==> src/rtl/mul4_fitness_scorer.sv <==
// Sequential fitness harness for a combinational mul4 candidate: drives operand
// vectors, computes the golden product by shift-add and scores bit matches.
module mul4_fitness_scorer #(
  parameter int unsigned NUM_VECTORS = 64,
  parameter logic [31:0] SEED_A      = 32'hACE1_2468,
  parameter logic [31:0] SEED_B      = 32'h1357_9BDF
) (
  input  logic        clk,
  input  logic        rst_n,
  input  logic        start,
  output logic [15:0] a1,
  output logic [15:0] a0,
  output logic [15:0] b1,
  output logic [15:0] b0,
  input  logic [15:0] y3,
  input  logic [15:0] y2,
  input  logic [15:0] y1,
  input  logic [15:0] y0,
  output logic        busy,
  output logic        done,
  output logic [15:0] score,
  output logic [9:0]  passed
);

  typedef enum logic [2:0] {IDLE, DRIVE, MUL, SCORE, DONE} state_t;

  state_t      state, state_nx;
  logic [31:0] op_a, op_b, lfsr_a, lfsr_b;
  logic [31:0] step_a, step_b, nxt_a, nxt_b;
  logic [9:0]  idx, idx_nx;
  logic [63:0] ycap, acc, mcand, diff;
  logic [31:0] mplier;
  logic [4:0]  mcnt;
  logic [6:0]  ones, match;
  logic        last;

  function automatic logic [31:0] lfsr_step(input logic [31:0] s);
    return {s[30:0], s[31] ^ s[21] ^ s[1] ^ s[0]};
  endfunction

  assign {a1, a0} = op_a;
  assign {b1, b0} = op_b;
  assign last     = (idx == 10'(NUM_VECTORS - 1));
  assign diff     = acc ^ ycap;

  always_comb begin
    ones = '0;
    for (int unsigned i = 0; i < 64; i++) ones = ones + 7'(diff[i]);
    match = 7'd64 - ones;
  end

  // Index 4 takes the seed as-is; the LFSR advances only after a vector it
  // supplied has been scored, so later vectors use the stepped value.
  always_comb begin
    idx_nx = idx + 10'd1;
    step_a = lfsr_step(lfsr_a);
    step_b = lfsr_step(lfsr_b);
    nxt_a  = (idx >= 10'd4) ? step_a : lfsr_a;
    nxt_b  = (idx >= 10'd4) ? step_b : lfsr_b;
    case (idx_nx)
      10'd1:   begin nxt_a = 32'hFFFF_FFFF; nxt_b = 32'hFFFF_FFFF; end
      10'd2:   begin nxt_a = 32'h0000_0001; nxt_b = 32'hFFFF_FFFF; end
      10'd3:   begin nxt_a = 32'h0001_0000; nxt_b = 32'h0001_0000; end
      default: ;
    endcase
  end

  always_comb begin
    state_nx = state;
    case (state)
      IDLE, DONE: if (start) state_nx = DRIVE;
      DRIVE:      state_nx = MUL;
      MUL:        if (mcnt == 5'd31) state_nx = SCORE;
      SCORE:      state_nx = last ? DONE : DRIVE;
      default:    state_nx = IDLE;
    endcase
  end

  always_ff @(posedge clk or negedge rst_n) begin
    if (!rst_n) state <= IDLE;
    else        state <= state_nx;
  end

  always_ff @(posedge clk or negedge rst_n) begin
    if (!rst_n) begin
      op_a   <= '0;
      op_b   <= '0;
      lfsr_a <= SEED_A;
      lfsr_b <= SEED_B;
      idx    <= '0;
      ycap   <= '0;
      acc    <= '0;
      mcand  <= '0;
      mplier <= '0;
      mcnt   <= '0;
      busy   <= 1'b0;
      done   <= 1'b0;
      score  <= '0;
      passed <= '0;
    end else begin
      case (state)
        IDLE, DONE: begin
          if (start) begin
            op_a   <= '0;
            op_b   <= '0;
            lfsr_a <= SEED_A;
            lfsr_b <= SEED_B;
            idx    <= '0;
            score  <= '0;
            passed <= '0;
            busy   <= 1'b1;
            done   <= 1'b0;
          end
        end
        DRIVE: begin
          ycap   <= {y3, y2, y1, y0};
          acc    <= '0;
          mcand  <= {32'd0, op_a};
          mplier <= op_b;
          mcnt   <= '0;
        end
        MUL: begin
          if (mplier[0]) acc <= acc + mcand;
          mcand  <= mcand << 1;
          mplier <= mplier >> 1;
          mcnt   <= mcnt + 5'd1;
        end
        SCORE: begin
          score <= score + 16'(match);
          if (diff == '0) passed <= passed + 10'd1;
          if (last) begin
            busy <= 1'b0;
            done <= 1'b1;
          end else begin
            idx  <= idx_nx;
            op_a <= nxt_a;
            op_b <= nxt_b;
            if (idx >= 10'd4) begin
              lfsr_a <= step_a;
              lfsr_b <= step_b;
            end
          end
        end
        default: ;
      endcase
    end
  end

endmodule

==> config.mk <==
export PLATFORM = sky130hd
export DESIGN_NAME = mul4_fitness_scorer
export DESIGN_NICKNAME = d
export VERILOG_FILES = /design/src/rtl/mul4_fitness_scorer.sv
export SDC_FILE = /design/constraint.sdc
export NUM_CORES = 1
export LEC_CHECK = 0
export CAP_MARGIN = 10
export CORE_MARGIN = 3
export CORE_UTILIZATION = 30
export DETAILED_ROUTE_END_ITERATION = 7
export PLACE_DENSITY = 0.5
export SKIP_LAST_GASP = 1
export SYNTH_ARGS = -nofsm -noshare
export SYNTH_HDL_FRONTEND = slang
export SYNTH_SLANG_ARGS = --single-unit
export TNS_END_PERCENT = 10
==> constraint.sdc <==
create_clock -name clk -period 11.6 [get_ports clk]
set_input_delay 1.74 -clock clk [delete_from_list [all_inputs] [get_ports clk]]
set_output_delay 1.74 -clock clk [all_outputs]
set_load 0.03 [all_outputs]
==> reports/results.tsv <==
stage	metric	value	unit
detailed_routing	initial drt markers	1095	
timing	fin crit period	7.999	ns
place	hpwl dp	50270	um
setup_path	crit-path max cell delay	0.54	ns
global_routing	global route overflow	0	
clock_network	Longest Clk Path Bufs	3	
global_routing	antenna violations before repair	1	
synth	YS warnings	0	
floorplan	DIE HEIGHT	285.3	um
timing	Slew @ Worst Pin	1.125	ns
timing	count of pins over their slew limit	0	
synth	Unique masters post-synth	68	
clock_network	CTS Sinks	398	
synth	post-synth net total	2787	
hold_path	Hold Path Depth	2	
cells_and_area	Final nets	2882	
clock_network	clk slew on worst S/H paths	0.06	ns
synth	Yosys top cell area share	39.02	%
hold_path	Hold WC Path Type	reg -> reg	
timing	crit share post-route	68.96	%
setup_path	FF-to-FF path depth	28	
detailed_routing	via count	18634	
timing	Worst Skew	0.02840	ns
detailed_routing	antenna-violating nets left	0	
status	status	complete, no violations	
timing	Worst slew margin	25.00	%
detailed_routing	wire length per cell	18.91	um
detailed_routing	TritonRoute pass-1 iters	5	
floorplan	Starting Density	30.56	%
setup_path	Worst Path Arrival	8.49	ns
synth	ys flop type	dfrtp_1	
cells_and_area	share of cells above drive strength 1	6.601	%
setup_path	crit-path most repeated cell	fa_1	
clock_network	Clock Root Buffer	clkbuf_16	
detailed_routing	WL final	69610	um
clock_network	hold-fix buffer count after cts	0	
synth	Cells after Synth	2516	
detailed_routing	via/cell ratio	5.062	
floorplan	Die Span X	285.3	um
floorplan	num ports	159	
place	I/O Buffers	158	
timing	RSZ-0062 raised after global routing	false	
setup_path	Critical Path Source Type	flip-flop	
synth	Post-synth EDFFs	0	
floorplan	Die Area	0.08140	sq mm
clock_network	Clock Latency Late Sink	0.61	ns
cells_and_area	ant diodes	0	
clock_network	Resized Gates After CTS	0	
detailed_routing	routed wl met2	32850	um
clock_network	H-tree Lvls	2	
timing	FMAX	125.0	MHz
synth	sequential-to-total area share from yosys stat	42.73	%
setup_path	CP Max Fanout	8	
job	max cap viols	0	
synth	synthesized cell area	0.02340	sq mm
timing	Hold Fails Final Rpt	0	
synth	Area contributors post-synth	dfrtp_1 (39%), nand2_1 (8.4%), ha_1 (8.0%)	
detailed_routing	Top Layer Used	met5	
synth	area leader, netlist	dfrtp_1	
clock_network	Post-CTS Setup Bufs	0	
synth	ys async rst share	100.0	%
timing	# setup viols final	0	
clock_network	Num CTS Buffers	50	
detailed_routing	DRC	0	
global_routing	first-pass GRT wire length	110800	um
setup_path	R2R Setup Slk	3.60	ns
detailed_routing	Metal-1 WL	32640	um
setup_path	Setup CP Type	reg -> reg	
synth	syn_area_per_cell	9.302	sq um
timing	Final TNS setup	0	ns
setup_path	WP data required	12.09	ns
detailed_routing	DR WL met3	2663	um
global_routing	number of global-route vias before repair	19426	
floorplan	Core Region	0.07658	sq mm
setup_path	endpoint class of the critical path	flip-flop	
global_routing	GRT Total Usage	16.92	%
synth	Yosys reg bits	398	
global_routing	largest net degree at the start of global routing	100	
place	GPL Wtd Cong	0.8906	
cells_and_area	Area Growth Syn to Fin	18.53	%
setup_path	slowest CP cell	fa_1	
floorplan	placement row count	101	
clock_network	CTS tree	built	
==> critical path, delay by kind of cell (launching register included) <==
kind / cells / cell delay, ns
adders and majority gates: 12 / 4.88
AOI/OAI and AO/OA: 7 / 1.51
xor gates and xnor gates: 2 / 0.70
DFF: 1 / 0.42
buffers and inverters: 6 / 0.32
and+or+nand+nor: 1 / 0.07
==> metrics by stage <==
step | utilization [%] | instances | hold WS (ns) | area, sq um | setup WS [ns]
floorplan | - | 2516 | 0.4464 | 23400 | 4.268
global placement | 33.97 | 3589 | 0.4582 | 26020 | 3.719
detailed placement | 33.97 | 3589 | 0.4629 | 26020 | 3.559
CTS | 36.23 | 3681 | 0.4777 | 27740 | 3.535
global route | 36.23 | 3681 | 0.5003 | 27740 | 3.144
finish | 36.23 | 3681 | 0.4773 | 27740 | 3.601
==> cells in the final DEF, fill, tap and decap left out, types with 6 or more instances in the layout <==
cell,synthesis,layout
nand2b_1,18,18
nor2b_1,9,9
nand4_1,40,40
nand3_1,111,111
mux2i_1,35,35
o31ai_1,10,9
clkbuf_1,125,10
xor2_1,52,52
xnor2_1,92,92
nor4_1,8,8
nor3_1,12,11
clkinv_2,0,6
o211ai_1,12,12
clkbuf_8,0,12
a22o_1,118,118
fa_1,55,55
a31oi_1,10,9
clkbuf_16,0,50
nand2_1,526,523
o22a_1,13,13
o21bai_1,18,18
clkdlybuf4s50_1,0,157
dfrtp_1,365,365
ha_1,149,149
buf_4,0,26
nor2_1,98,94
o21ai_0,157,157
dfstp_2,33,33
a21o_1,35,35
a22oi_1,63,63
a21oi_1,121,121
and3_1,9,9
inv_1,125,125
==> sequential cells by signal (all words and copies together), names as in the netlist, 16 cells and up <==
| name | cells |
|---|---|
| op_b | 32 |
| acc | 64 |
| lfsr_b | 32 |
| score | 16 |
| op_a | 32 |
| lfsr_a | 32 |
| ycap | 64 |
| mplier | 32 |
| mcand | 64 |
==> per-layer routing <==
layer  up-vias  GRT usage [%]
li1       8946              -
met1      9214          23.03
met2       377          28.44
met3        95          2.462
met4         2          3.864
met5         -              0
==> kinds of logic after synthesis <==
family,after synthesis,synth area share (%)
fa+ha+maj,204,12.67
flops,398,42.73
simple gates,866,16.01
xor+xnor,144,5.389
mux,35,1.497
compound gates,603,17.41
buf+inv,266,4.298
==> cells in the mapped netlist, drive strengths merged, types with 40 or more instances <==
cell    instances
xnor2          92
o21ai         164
clkbuf        126
ha            149
nand3         111
fa             55
dfrtp         365
nor2           98
inv           125
a22o          118
nand4          40
xor2           52
a21oi         125
a22oi          63
nand2         526
==> area by class of cell <==
class	count	area, sq um
fill	7736	48840
sequential	398	10000
timing repair buffer	184	1782
inverter	125	469.2
clock inverter	20	274.0
clock buffer	72	1454
tap	1030	1289
multi-input combinational	1852	12470
==> worst paths after layout <==
check	startpoint	endpoint
worst max register to register	acc[9]	score[12]
max in group asynchronous	rst_n	mplier[10]
worst min register to register	mplier[13]	mplier[13]
min in group asynchronous	rst_n	score[9]
worst max-delay path	acc[9]	score[12]
worst min-delay path	mplier[13]	mplier[13]
Power is not shown: default switching activity piles up to over one toggle a cycle in this logic, so the estimate is an artifact.
